--- config.mk ---
export PLATFORM = sky130hd
export DESIGN_NAME = fetch_queue
export DESIGN_NICKNAME = d
export VERILOG_FILES = /design/src/rtl/fq_pkg.sv /design/src/rtl/fq_compact.sv /design/src/rtl/fetch_queue.sv
export SDC_FILE = /design/constraint.sdc
export NUM_CORES = 1
export LEC_CHECK = 0
export BUFFER_PORTS_ARGS = -buffer_cell sky130_fd_sc_hd__buf_2
export CAP_MARGIN = 20
export CORE_AREA = 2 2 208 210
export CTS_CLUSTER_DIAMETER = 150
export DETAILED_ROUTE_END_ITERATION = 12
export DIE_AREA = 0 0 210 212
export GPL_ROUTABILITY_DRIVEN = 1
export HOLD_SLACK_MARGIN = 0.05
export PLACE_DENSITY = 0.56
export SETUP_SLACK_MARGIN = 0.3
export SLEW_MARGIN = 10
export SYNTH_ARGS = -nofsm -noshare
export SYNTH_HDL_FRONTEND = slang
export SYNTH_SLANG_ARGS = --single-unit
--- constraint.sdc ---
create_clock -name clk -period 3.15 [get_ports clk]
set_input_delay 0.63 -clock clk [delete_from_list [all_inputs] [get_ports clk]]
set_output_delay 0.63 -clock clk [all_outputs]
set_load 0.03 [all_outputs]
--- src/rtl/fq_pkg.sv ---
// Shared types and helpers for the instruction fetch queue: default widths,
// mask popcount and lane-slice offset arithmetic for packed lane buses.
package fq_pkg;

    localparam int IW_DEF = 16;
    localparam int AW_DEF = 9;

    // Number of set bits in a fetch mask of up to four lanes.
    function automatic logic [2:0] popcount(input logic [3:0] mask);
        logic [2:0] sum;
        sum = 3'd0;
        for (int i = 0; i < 4; i++) begin
            sum = sum + {2'b00, mask[i]};
        end
        return sum;
    endfunction

    // Low bit of lane 'lane' in a packed bus whose lanes are 'width' bits wide.
    function automatic int unsigned lane_lo(input int unsigned lane, input int unsigned width);
        return lane * width;
    endfunction

endpackage

--- src/rtl/fq_compact.sv ---
// Maps a fetch lane mask to the destination slot offset of each surviving lane
// (number of valid lanes below it) and the total number of survivors.
module fq_compact
    import fq_pkg::*;
#(
    parameter int LANES = 2,
    parameter int OW    = $clog2(LANES + 1)
) (
    input  logic [LANES-1:0]    mask,
    output logic [LANES*OW-1:0] offs,
    output logic [OW-1:0]       total
);

    logic [OW-1:0] run_s;

    // Prefix sum over the mask gives each lane its compacted position.
    always_comb begin
        run_s = {OW{1'b0}};
        offs  = {(LANES*OW){1'b0}};
        for (int i = 0; i < LANES; i++) begin
            offs[i*OW +: OW] = run_s;
            run_s = run_s + OW'(mask[i]);
        end
        total = OW'(popcount(4'(mask)));
    end

endmodule

--- src/rtl/fetch_queue.sv ---
// In-order multi-lane fetch buffer: compacts masked fetch groups into a circular
// queue and presents the oldest LANES entries to the issue lanes.
module fetch_queue
    import fq_pkg::*;
#(
    parameter int LANES = 2,
    parameter int DEPTH = 8,
    parameter int IW    = IW_DEF,
    parameter int AW    = AW_DEF
) (
    input  logic                         clk,
    input  logic                         rst,
    input  logic                         fetch_valid,
    input  logic [AW-1:0]                fetch_pc,
    input  logic [LANES*IW-1:0]          fetch_ir,
    input  logic [LANES-1:0]             fetch_mask,
    output logic                         fetch_ready,
    output logic [LANES-1:0]             issue_valid,
    output logic [LANES*IW-1:0]          issue_ir,
    output logic [LANES*AW-1:0]          issue_pc,
    input  logic [$clog2(LANES+1)-1:0]   issue_take,
    input  logic                         flush,
    output logic [$clog2(DEPTH+1)-1:0]   count
);

    localparam int PW = $clog2(DEPTH);
    localparam int CW = $clog2(DEPTH + 1);
    localparam int TW = $clog2(LANES + 1);

    logic [IW-1:0]       ir_mem_r [DEPTH];
    logic [AW-1:0]       pc_mem_r [DEPTH];
    logic [PW-1:0]       wr_ptr_r;
    logic [PW-1:0]       rd_ptr_r;
    logic [CW-1:0]       count_r;
    logic [LANES*TW-1:0] offs_s;
    logic [TW-1:0]       pop_s;
    logic [TW-1:0]       take_s;
    logic [TW-1:0]       add_s;
    logic                acc_s;
    logic                ready_s;

    fq_compact #(.LANES(LANES), .OW(TW)) u_compact (
        .mask  (fetch_mask),
        .offs  (offs_s),
        .total (pop_s)
    );

    // Readiness looks at current occupancy only, never at this cycle's issue_take.
    assign ready_s     = ({1'b0, count_r} + (CW+1)'(LANES)) <= (CW+1)'(DEPTH);
    assign fetch_ready = ready_s;
    assign acc_s       = fetch_valid && ready_s && !flush && !rst;
    assign count       = count_r;

    // Clamp the consumer's take to the current occupancy and size the enqueue.
    always_comb begin
        if (CW'(issue_take) > count_r) begin
            take_s = TW'(count_r);
        end else begin
            take_s = issue_take;
        end
        if (acc_s) begin
            add_s = pop_s;
        end else begin
            add_s = {TW{1'b0}};
        end
    end

    // Storage write: survivors land on consecutive slots from the write pointer.
    always_ff @(posedge clk) begin
        if (acc_s) begin
            for (int i = 0; i < LANES; i++) begin
                if (fetch_mask[i]) begin
                    ir_mem_r[wr_ptr_r + PW'(offs_s[i*TW +: TW])] <= fetch_ir[lane_lo(i, IW) +: IW];
                    pc_mem_r[wr_ptr_r + PW'(offs_s[i*TW +: TW])] <= fetch_pc + AW'(i);
                end
            end
        end
    end

    // Pointer and occupancy update; reset and flush both empty the queue.
    always_ff @(posedge clk) begin
        if (rst) begin
            wr_ptr_r <= {PW{1'b0}};
            rd_ptr_r <= {PW{1'b0}};
            count_r  <= {CW{1'b0}};
        end else if (flush) begin
            wr_ptr_r <= {PW{1'b0}};
            rd_ptr_r <= {PW{1'b0}};
            count_r  <= {CW{1'b0}};
        end else begin
            wr_ptr_r <= wr_ptr_r + PW'(add_s);
            rd_ptr_r <= rd_ptr_r + PW'(take_s);
            count_r  <= count_r + CW'(add_s) - CW'(take_s);
        end
    end

    // Issue view of the oldest entries; invalid lanes are forced to zero.
    always_comb begin
        issue_valid = {LANES{1'b0}};
        issue_ir    = {(LANES*IW){1'b0}};
        issue_pc    = {(LANES*AW){1'b0}};
        for (int i = 0; i < LANES; i++) begin
            if (count_r > CW'(i)) begin
                issue_valid[i]                = 1'b1;
                issue_ir[lane_lo(i, IW) +: IW] = ir_mem_r[rd_ptr_r + PW'(i)];
                issue_pc[lane_lo(i, AW) +: AW] = pc_mem_r[rd_ptr_r + PW'(i)];
            end else begin
                issue_valid[i]                = 1'b0;
                issue_ir[lane_lo(i, IW) +: IW] = {IW{1'b0}};
                issue_pc[lane_lo(i, AW) +: AW] = {AW{1'b0}};
            end
        end
    end

endmodule

==> After elaboration in Yosys (flattened, before gate mapping) <==
Memories as Yosys holds them, arrays and structs flattened. A register that Yosys moved wholly into a read port is not among the register bits.
Cells that the tools add are included.
{ "word_totals": {"latchBits": 0, "mem_count": 2, "elab_cells": 40, "ramBits": 200, "rom_bits": 0, "register_bits": 10, "out_inout_bits": 57, "in_bits": 49} }
{ "memory_table": {"columns": ["memory", "depth", "word_bits", "rd", "rd_clocked_by_memory_dff", "wr", "line_no", "source"], "rows": [
  ["ir_mem_r", 8, 16, 2, 1, 2, "fetch_queue.sv:30", "logic [IW-1:0] ir_mem_r [DEPTH];"],
  ["pc_mem_r", 8, 9, 2, 1, 2, "fetch_queue.sv:31", "logic [AW-1:0] pc_mem_r [DEPTH];"]
]} }
{ "classes": {"n_mul": 0, "bitwise": 0, "eq_ne": 0, "order_cmp": 4, "muxes": 16, "reduce_logical": 6, "div_mod_pow": 0, "add_sub_neg": 9, "shifts": 0} }
{ "op_table": {"columns": ["operator", "n"], "rows": [
  ["$mux W16", 2],
  ["$mux W9", 2],
  ["$add A9 B1 Y9 const B", 1],
  ["$gt A4 B1 Y1 const B", 2],
  ["$mux W1", 8],
  ["$add A3 B2 Y3", 2],
  ["$mux W3", 2],
  ["$add A4 B2 Y5 const B", 1],
  ["$le A5 B4 Y1 const B", 1],
  ["$add A4 B2 Y4", 1],
  ["$gt A2 B4 Y1", 1],
  ["$mux W2", 2],
  ["$sub A4 B2 Y4", 1],
  ["$add A3 B1 Y3", 1],
  ["$add A3 B1 Y3 const B", 1],
  ["$logic_and A1 B1 Y1", 3],
  ["$add A1 B1 Y2", 1],
  ["$logic_not A1 Y1", 2],
  ["$reduce_or A2 Y1", 1]
]} }

==> Logic depth before layout (Yosys ltp) <==
Gate-level depths: netlist of run 1.
{ "depth": {"depth_word": 8, "ltp_mapped": 13, "depth_no_buf": 12} }

==> Hierarchy <==
From an unflattened synthesis of run 1, not the netlist that was laid out.
{ "hier_totals": {"hier_cells": 907, "hier_area_um2": 13006.2} }
{ "modules_own_cells": {"columns": ["module", "cells_per_inst", "instances", "area_each_um2", "seq_area_each_um2"], "rows": [
  ["fetch_queue", 901, 1, 12959.9, 6206.0],
  ["fq_compact", 6, 1, 46.3, 0.0]
]} }

==> Worst setup path after synthesis of run 1 <==
Ideal clock, no wire load.
{ "synth_timing": {"path_kind": "input to register", "from": "in fetch_mask[0]", "to": "mem ir_mem_r[5][0] (netlist bit), enable pin", "path_stages": 7, "arrival_ns": 2.921, "setup_ns": 0.407, "path_buffers": 2, "slack_ns": -0.177, "cell_sequence": "ha_1 -> ha_1 -> clkbuf_1 -> nand2b_2 -> clkbuf_1 -> a2bb2oi_1 -> nor2_1"} }
{ "synth_rtl": {"columns": ["element", "line_no", "source"], "rows": [
  ["from (decl)", "fetch_queue.sv:16", "input logic [LANES-1:0] fetch_mask,"],
  ["to (decl)", "fetch_queue.sv:30", null]
]} }

==> Worst setup path in the final report of run 1 <==
{ "layout_timing": {"from": "reg rd_ptr_r[0]", "to": "out issue_pc[13]"} }
{ "layout_via": {"elab_chain_len": 3} }
{ "layout_lines": {"columns": ["element", "line_no", "source"], "rows": [
  ["from (decl)", "fetch_queue.sv:33", "logic [PW-1:0] rd_ptr_r;"],
  ["from (signal assigned)", "fetch_queue.sv:84", "rd_ptr_r <= {PW{1'b0}};"],
  ["from (signal assigned)", "fetch_queue.sv:88", "rd_ptr_r <= {PW{1'b0}};"],
  ["from (signal assigned)", "fetch_queue.sv:92", "rd_ptr_r <= rd_ptr_r + PW'(take_s);"],
  ["$add A3 B1 Y3", "fetch_queue.sv:106", "issue_pc[lane_lo(i, AW) +: AW] = pc_mem_r[rd_ptr_r + PW'(i)];"],
  ["$mem_v2 Z8 W9", null, null],
  ["$mux W9", "fetch_queue.sv:103", "if (count_r > CW'(i)) begin"],
  ["to (decl)", "fetch_queue.sv:20", "output logic [LANES*AW-1:0] issue_pc,"]
]} }
Every way passes these cells.

==> summary.txt, run 1 <==
Outcome: complete, no violations
Startpoint types: flip-flop
# IOs: 106
VDD IR max: 0.471 mV
Post-detail-place hpwl: 24.2 mm
Routed vias/inst: 5.31
First-pass GRT wire length: 59.5 mm
Starting Density: 30.4%
RSZ-0062 raised after global routing: true
Sinks on Clock Net: 210
Per-cell routed wire length: 24.7 um
Setup CP Type: flip-flop to output pin
Post-Syn Instances: 892
EDFF count, synth: 200
Syn Area/Cell: 14.5 um2
Worst slew margin relative to its limit: 54.8%
GRT overflow: 0
Tmin final: 2990 ps
Synth cell types: 54
Final setup margin: 156 ps
Syn-to-layout area delta: 26.6%
Max_cap viols: 0
Drt first pass iters: 5
DIE AREA: 0.0445 mm2
Synth area leader: edfxtp_1
Number of buffers created by CTS: 24
Clock Path Buffers: 3
Pin count of the biggest net entering global routing: 52
GR Util All Layers: 18.1%
Crit-path cells: ha_4 -> buf_12 -> buf_12 -> mux4_2 -> nand2_2 -> a21oi_4 -> buf_6
Worst-path clk slew: 60 ps
Fin. max-slew vios: 0
Clock latency on the worst-skew pair: 530 ps
Initial DRC Count: 739
Setup total negative slack: 0 ps
Final Hold Fails: 0
Top-count cell post-synth: edfxtp_1
DR vias: 8499
Register area share after synthesis: 48.1%
Skew final: 10.4 ps
Endpoints failing setup: 0
Synth area leaders: edfxtp_1, mux4_2, mux2_2
Core ar.: 0.0425 mm2
Number of global-route vias before repair: 9070
Crit path max fanout: 8
Post-synth top area share: 46.5%
Leak: 5.50 nW
Period utilization: 95.0%
CP dominant cell by count: buf_12
#FFs+latches synth: 210
Syn Std Cell Area: 0.0129 mm2
Setup WS pre-CTS: 71.6 ps
Slowest CP cell: mux4_2
Antenna viol nets, final: 0
Die W: 210 um
Worst path required time: 2520 ps
CTS tree: yes
Die height: 212 um
Initial antenna violation count: 3
H-Tree Depth: 1
Critical path capture point type: output pin
Async SR Flop Fraction: 0%
Min-Delay Path Class: input port to flip-flop
Hold-fix buffers at CTS: 0
Achievable Freq: 334 MHz
Detailed Route WL: 39.6 mm
DRC viols: 0
Port bufs: 105
Synth warnings: 0
Worst Max-Slew Pin Slew: 677 ps
Mapped Nets: 962
Core Rows: 76
Most instantiated cells after synthesis: edfxtp_1, mux2_2, mux4_2, nand2_1, xor2_1
Main synth FF type: edfxtp_1
Core Util, Final: 38.5%
Layout cells sized above 1: 53.1%
Fin nets: 1106
P per Cell Area: 703 mW/mm2
Root Buffer: clkbuf_16
Placer congestion estimate: 0.794
Critical Path AT: 2360 ps
Slowest stage delay, CP: 520 ps
## kinds of logic after synthesis
kind of cell / after synthesis / share of synthesized area, %
muxes: 262 / 31.6
adders and majority gates: 21 / 2.27
xor gates and xnor gates: 74 / 5.02
DFF: 210 / 48.1
and+or+nand+nor: 202 / 7.98
buffers and inverters: 79 / 2.88
AOI/OAI and AO/OA: 44 / 2.20
## layout by cell type (no fill, tap or decap), drive strengths merged, types with 2 or more instances in the layout
master,count
a21oi,33
a22oi,2
and2,6
and4,2
buf,181
bufinv,3
clkbuf,30
clkinv,11
clkinvlp,2
dfxtp,10
diode,2
edfxtp,200
fa,4
ha,17
inv,14
mux2,137
mux2i,25
mux4,100
nand2,66
nand2b,2
nand3,6
nand4,10
nor2,42
nor3,39
nor3b,4
nor4,16
o2111ai,2
o21ai,2
or2,2
xnor2,11
xor2,63
## cell type report
cell class | count | area (um2)
fillers | 4011 | 26200
multi-input cells | 603 | 6760
flip-flops and latches | 210 | 6220
repair buffers | 183 | 1830
well taps | 546 | 683
clock buffers | 28 | 637
clock inverters | 16 | 153
inverters | 14 | 56.3
diodes | 2 | 5.00
## registers in the layout, indices dropped and copies added, names as in the netlist
| name | count |
|---|---|
| rd_ptr_r | 3 |
| pc_mem_r | 72 |
| wr_ptr_r | 3 |
| count | 4 |
| ir_mem_r | 128 |
## where the power goes
part | switching, W | leakage [nW] | total (W) | internal, W
Combinational | 0.00308 | 3.23 | 0.00544 | 0.00237
Clock | 0.00117 | 0.385 | 0.00285 | 0.00169
Sequential | 0.0000703 | 1.89 | 0.00319 | 0.00312
Total | 0.00431 | 5.50 | 0.0115 | 0.00718
## what timing repair did
action                     4_1_cts  5_1_grt
setup endpoints to repair       52       51
gates resized for setup        118       35
pin swaps                       30        8
gates cloned                     6        2
buffers inserted                 9        6
## layer usage
metal,vias up,routed length [um],GRT usage (%)
met3,71,2210,2.58
met2,278,20000,31.5
li1,3796,-,-
met4,4,1250,6.70
met5,-,21,0
met1,4350,16200,23.0
## worst paths after layout
check | slack [ps] | cells past startpoint | endpoint | from
max | 160 | 7 | issue_pc[13] | rd_ptr_r[0]
min | 470 | 3 | count[1] | rst
max reg2reg | 470 | 12 | count[1] | count[1]
min reg2reg | 610 | 2 | wr_ptr_r[2] | wr_ptr_r[2]
## metrics by stage
stage                     total power, W  hold WS (ps)  instance area [um2]  std cells
after floorplan                  0.00622           563                13000        892
after global placement           0.00770           599                14700       1532
after detailed placement         0.00773           602                14700       1532
after CTS                         0.0114           458                16100       1591
after global routing              0.0120           503                16300       1600
final                             0.0115           469                16300       1602
## worst max-delay path, delay by kind of cell (launching register included)
family | cells | cell delay [ps]
flip-flops | 1 | 370
AND/OR/NAND/NOR | 1 | 100
AO/OA/AOI/OAI | 1 | 70
multiplexers | 1 | 520
buffers and inverters | 3 | 460
adder cells (fa/ha/maj) | 1 | 310
(Power assumes the default switching activity.)
==> run 2, diff against run 1 <==
Settings changed: RECOVER_POWER set to 100.
==> run 2 against run 1 <==
Final area down 3.1%. Total power down 2.8%. Worst hold slack better by 1.8 ps. Combinational power down 5.7%. Critical path depth unchanged.
==> summary.txt, run 2 (same netlist as run 1, synthesis figures left out) <==
Final setup margin: 112 ps (-43.9 ps)
GR Util All Layers: 18.1% (unchanged)
Initial DRC Count: 661 (-11%)
Final Hold Fails: 0 (unchanged)
Setup slack, reg-to-reg: 220 ps (-250 ps)
Core ar.: 0.0425 mm2 (unchanged)
Worst Max-Slew Pin Slew: 1040 ps (+368 ps)
Worst Setup SP: rd_ptr_r[0]
Starting Density: 30.4% (unchanged)
Die height: 212 um (unchanged)
Per-cell routed wire length: 24.8 um (+0.44%)
Crit path max fanout: 7 (-1)
RR Startpoint: wr_ptr_r[0]
Worst-path clk slew: 60 ps (about the same)
Worst setup path endpoint: issue_ir[21]
Drt first pass iters: 4 (-1)
Tmin final: 3040 ps (+43.9 ps)
Hold-fix buffers at CTS: 0 (unchanged)
Layout cells sized above 1: 48.5% (-4.6 points)
Sinks on Clock Net: 210 (unchanged)
Root Buffer: clkbuf_16
VDD IR max: 0.454 mV (-3.6%)
Max_cap viols: 0 (unchanged)
Post-detail-place hpwl: 24.2 mm (unchanged)
Most frequent cells in the layout: edfxtp_1, mux2_2, mux4_2, xor2_1, buf_2
Seq pwr share: 28.5% (+0.7 points)
Syn-to-layout area delta: 22.6%
H-Tree Depth: 1 (unchanged)
Terminus of the critical flop-to-flop path: ir_mem_r[1][2]
CTS tree: yes
Initial antenna violation count: 3 (unchanged)
Detailed Route WL: 39.8 mm (+0.38%)
Highest metal used: met5
Core Rows: 76 (unchanged)
Net Sw Frac: 38.0% (+0.52 points)
DIE AREA: 0.0445 mm2 (unchanged)
Part of the power in the clock network: 25.6% (+0.8 points)
Pin count of the biggest net entering global routing: 52 (unchanged)
Antenna viol nets, final: 0 (unchanged)
Port bufs: 105 (unchanged)
Outcome: complete, no violations
First-pass GRT wire length: 59.5 mm (unchanged)
Critical path capture point type: output pin
Achievable Freq: 329 MHz (-1.4%)
Number of global-route vias before repair: 9070 (unchanged)
Commonest non-fill, non-tap cell in the layout: edfxtp_1
Worst path required time: 2520 ps (about the same)
DRC viols: 0 (unchanged)
Die W: 210 um (unchanged)
Worst slew margin relative to its limit: 30.3% (-24 points)
Setup total negative slack: 0 ps (unchanged)
Critical Path AT: 2410 ps (+50 ps)
Skew final: 10.2 ps (-0.171 ps)
Met1 Wirelength: 16.5 mm (+1.8%)
Startpoint types: flip-flop
Period utilization: 96.4% (+1.4 points)
Leak: 5.29 nW (-3.9%)
Routed vias/inst: 5.34 (+0.65%)
P per Cell Area: 705 mW/mm2 (+0.30%)
Worst R2R Path Depth: 7 (-5)
Largest register FFs: 128 (unchanged)
WL met3: 2.04 mm (-7.6%)
P_int: 0.00692 W (-3.6%)
RSZ-0062 raised after global routing: true
Psw: 0.00425 W (-1.5%)
Cell Area, Placed: 0.0147 mm2 (unchanged)
Fin nets: 1106 (unchanged)
Endpoints failing setup: 0 (unchanged)
GRT overflow: 0 (unchanged)
Clock Path Buffers: 3 (unchanged)
# IOs: 106 (unchanged)
Met2 WL: 20.2 mm (+1.0%)
Min-Delay Path Class: input port to flip-flop
Setup WS pre-CTS: 71.6 ps (unchanged)
Final instance area: 0.0158 mm2 (-3.1%)
Placer congestion estimate: 0.794 (unchanged)
Number of buffers created by CTS: 24 (unchanged)
Fin. max-slew vios: 0 (unchanged)
DR vias: 8549 (+0.59%)
Setup CP Type: flip-flop to output pin
Comb power frac: 46.0% (-1.4 points)
Clock latency on the worst-skew pair: 530 ps (about the same)
==> run 2: area by class of cell <==
class	instances	area, um2
sequential	210	6220
clock inverter	16	153
clock buffer	28	637
fill	4086	26700
inverter	14	56.3
antenna	1	2.50
multi-input combinational	603	6560
tap	546	683
timing repair buffer	183	1530
==> run 2: layer usage <==
layer | GRT usage (%) | up-vias
met4 | 6.70 | 4
met1 | 23.0 | 4408
met2 | 31.5 | 271
met5 | 0 | -
li1 | - | 3797
met3 | 2.58 | 69
==> run 2: stage by stage <==
stage	hold slack [ps]	utilization, %	power [W]	cells
finish	470	37.3	0.0112	1601
CTS	458	37.9	0.0114	1591
floorplan	563	-	0.00622	892
global placement	599	34.5	0.00770	1532
detailed placement	602	34.5	0.00773	1532
global route	502	37.2	0.0117	1600
==> run 2: critical path: stages, from the launching register on <==
cell and delay [ps]:
dfxtp_4 370, ha_4 310, buf_12 160, buf_12 150
mux4_2 500, nand2_1 100, a21oi_2 70, clkbuf_2 210
==> run 2: worst min path at each step <==
stage,from,depth (start not counted),endpoint
finish,rst,3,count[1]
global route,fetch_ir[14],2,ir_mem_r[7][14]
CTS,rst,3,count[1]
detailed placement,wr_ptr_r[2],2,wr_ptr_r[2]
global placement,wr_ptr_r[2],2,wr_ptr_r[2]
floorplan,wr_ptr_r[2],2,wr_ptr_r[2]
==> run 2: power by group through the flow <==
stage	Combinational [W]	Sequential [W]	Clock, W
after CTS	0.00531	0.00319	0.00290
after global routing	0.00548	0.00318	0.00300
after floorplan	0.00296	0.00326	0
after detailed placement	0.00446	0.00327	0
final	0.00513	0.00318	0.00285
after global placement	0.00443	0.00326	0
==> run 2: what timing repair did <==
action | in CTS | in global routing
gates cloned | 6 | 2
resized for setup | 118 | 35
endpoints found under the setup margin | 52 | 51
pin swaps | 30 | 8
setup buffers | 9 | 6
==> run 3, diff against run 2 <==
Settings changed: CORE_AREA 2 2 208 210 to 2 2 170 255, DIE_AREA 0 0 210 212 to 0 0 172 257.
==> run 3 against run 2 <==
Critical path depth stayed put. Critical path type unchanged. Final area up 2.9%. Highest routed layer unchanged. Clock skew shrank 1.3 ps. Non-clock buffer count is 17 higher. Worst hold slack better by 13 ps.
==> summary.txt, run 3 (same netlist as run 1, synthesis figures left out) <==
Min-Delay Path Class: input port to flip-flop
H-Tree Depth: 1 (unchanged)
Final setup margin: 97.9 ps (-14.3 ps)
Outcome: complete, no violations
Number of global-route vias before repair: 9295 (+2.5%)
Hold WS: 483 ps (+12.8 ps)
Crit-path cells: ha_4 -> buf_12 -> buf_6 -> mux4_2 -> nand2_2 -> a21oi_2 -> clkbuf_4
Worst-path clk slew: 60 ps (about the same)
RSZ-0062 raised after global routing: true
Fin. max-slew vios: 0 (unchanged)
Most frequent cells in the layout: edfxtp_1, mux2_2, mux4_2, xor2_1, buf_2
GRT overflow: 0 (unchanged)
Largest register FFs: 128 (unchanged)
Die height: 257 um (+21%)
VDD IR max: 0.586 mV (+29%)
# IOs: 106 (unchanged)
Part of the power in the clock network: 25.7% (about the same)
Fin nets: 1121 (+1.4%)
Clock Path Buffers: 3 (unchanged)
Achievable Freq: 328 MHz (-0.47%)
Antenna viol nets, final: 0 (unchanged)
Post-detail-place hpwl: 23.8 mm (-1.6%)
Setup WS pre-CTS: 72.8 ps (+1.25 ps)
P per Cell Area: 708 mW/mm2 (+0.44%)
Placed cell count: 1538 (+0.39%)
Psw: 0.00425 W (+0.15%)
Worst slew margin relative to its limit: 42.2% (+12 points)
Core Util, Final: 38.9% (+1.6 points)
Critical Path AT: 2420 ps (about the same)
Critical path capture point type: output pin
Number of buffers created by CTS: 22 (-8.3%)
DRC viols: 0 (unchanged)
Die W: 172 um (-18%)
Initial DRC Count: 563 (-15%)
Endpoints failing setup: 0 (unchanged)
Layout cells sized above 1: 50.7% (+2.2 points)
Core Rows: 92 (+21%)
Layout Cells excl Fill: 1631 (+1.9%)
Skew final: 8.94 ps (-1.30 ps)
Net Sw Frac: 36.9% (-1.2 points)
Max_cap viols: 0 (unchanged)
CTS tree: yes
Hold-fix buffers at CTS: 0 (unchanged)
Placer congestion estimate: 0.764 (-3.8%)
Core ar.: 0.0419 mm2 (-1.4%)
Drt first pass iters: 5 (+1)
Seq pwr share: 27.6% (-0.9 points)
Setup CP Type: flip-flop to output pin
Sinks on Clock Net: 210 (unchanged)
DR vias: 8547 (-0.023%)
Clock latency on the worst-skew pair: 530 ps (about the same)
Root Buffer: clkbuf_16
Startpoint types: flip-flop
Worst Max-Slew Pin Slew: 867 ps (-178 ps)
Slowest stage delay, CP: 520 ps (+20 ps)
Initial antenna violation count: 2 (-1)
Period utilization: 96.9% (+0.46 points)
Slowest CP cell: mux4_2
DIE AREA: 0.0442 mm2 (-0.71%)
Final Hold Fails: 0 (unchanged)
Routed vias/inst: 5.24 (-1.9%)
Per-cell routed wire length: 24.5 um (-1.5%)
Setup total negative slack: 0 ps (unchanged)
Port bufs: 105 (unchanged)
Pin count of the biggest net entering global routing: 36 (-31%)
P_int: 0.00729 W (+5.4%)
Starting Density: 30.8% (+0.44 points)
Crit path max fanout: 6 (-1)
Detailed Route WL: 39.9 mm (+0.39%)
Tmin final: 3050 ps (+14.3 ps)
Comb power frac: 46.7% (+0.7 points)
GR Util All Layers: 18.5% (+0.41 points)
Commonest non-fill, non-tap cell in the layout: edfxtp_1
Leak: 5.51 nW (+4.1%)
Worst path required time: 2520 ps (about the same)
Syn-to-layout area delta: 26.2%
First-pass GRT wire length: 59.9 mm (+0.81%)
==> run 3: cell types whose count changed in the layout (fill, tap and decap cells not counted), sizes merged <==
cell      before  now
buf          116  144
bufbuf         0    6
bufinv         3    6
clkbuf        95   74
clkinv        11    6
clkinvlp       2    4
inv           14   13
==> run 3: worst max-delay path: cells and delay by family (launching register included) <==
family          cells  cell delay (ps)
mux                 1              520
compound gates      1               50
simple gates        1               90
flops               1              380
fa+ha+maj           1              370
buf+inv             3              490
==> run 3: routing by layer <==
metal	GRT usage (%)	part of all wire [%]	vias up	wire (um)
met5	0	0.068	-	27
met2	34.7	55	232	22100
met1	21.1	37	4417	14800
met4	7.19	3.4	4	1370
li1	-	-	3822	-
met3	2.18	4.2	72	1660
==> run 3: cell type report <==
class | count | area [um2]
antenna | 1 | 2.50
clock buffer | 24 | 579
clock inverter | 15 | 231
fill | 3985 | 25600
inverter | 14 | 53.8
multi-input combinational | 603 | 6620
sequential | 210 | 6220
tap | 564 | 706
timing repair buffer | 200 | 1890
==> run 3: power groups by stage <==
stage / sequential, W / combinational [W] / clock, W
floorplan: 0.00326 / 0.00296 / 0
global placement: 0.00326 / 0.00436 / 0
detailed placement: 0.00326 / 0.00439 / 0
CTS: 0.00319 / 0.00573 / 0.00301
global route: 0.00319 / 0.00571 / 0.00310
finish: 0.00318 / 0.00539 / 0.00297
==> run 3: what timing repair did <==
action	in CTS	in global routing
gates cloned	16	0
setup endpoints to repair	54	54
pin swaps	30	9
resized for setup	146	17
buffers inserted	37	0
==> run 3: path summary, 6_finish.rpt <==
kind              cells past startpoint             end        start  slack (ps)
hold reg to reg                       2     wr_ptr_r[2]  wr_ptr_r[2]         610
setup / recovery                      7    issue_ir[24]  rd_ptr_r[0]         100
hold / removal                        3        count[1]          rst         480
setup reg to reg                      7  ir_mem_r[7][2]  wr_ptr_r[0]         220
==> run 3: metrics by stage <==
| stage | power (W) | instance area (um2) |
|---|---|---|
| after floorplan | 0.00622 | 13000 |
| after global placement | 0.00762 | 14600 |
| after detailed placement | 0.00765 | 14600 |
| after CTS | 0.0119 | 16700 |
| after global routing | 0.0120 | 16300 |
| final | 0.0115 | 16300 |
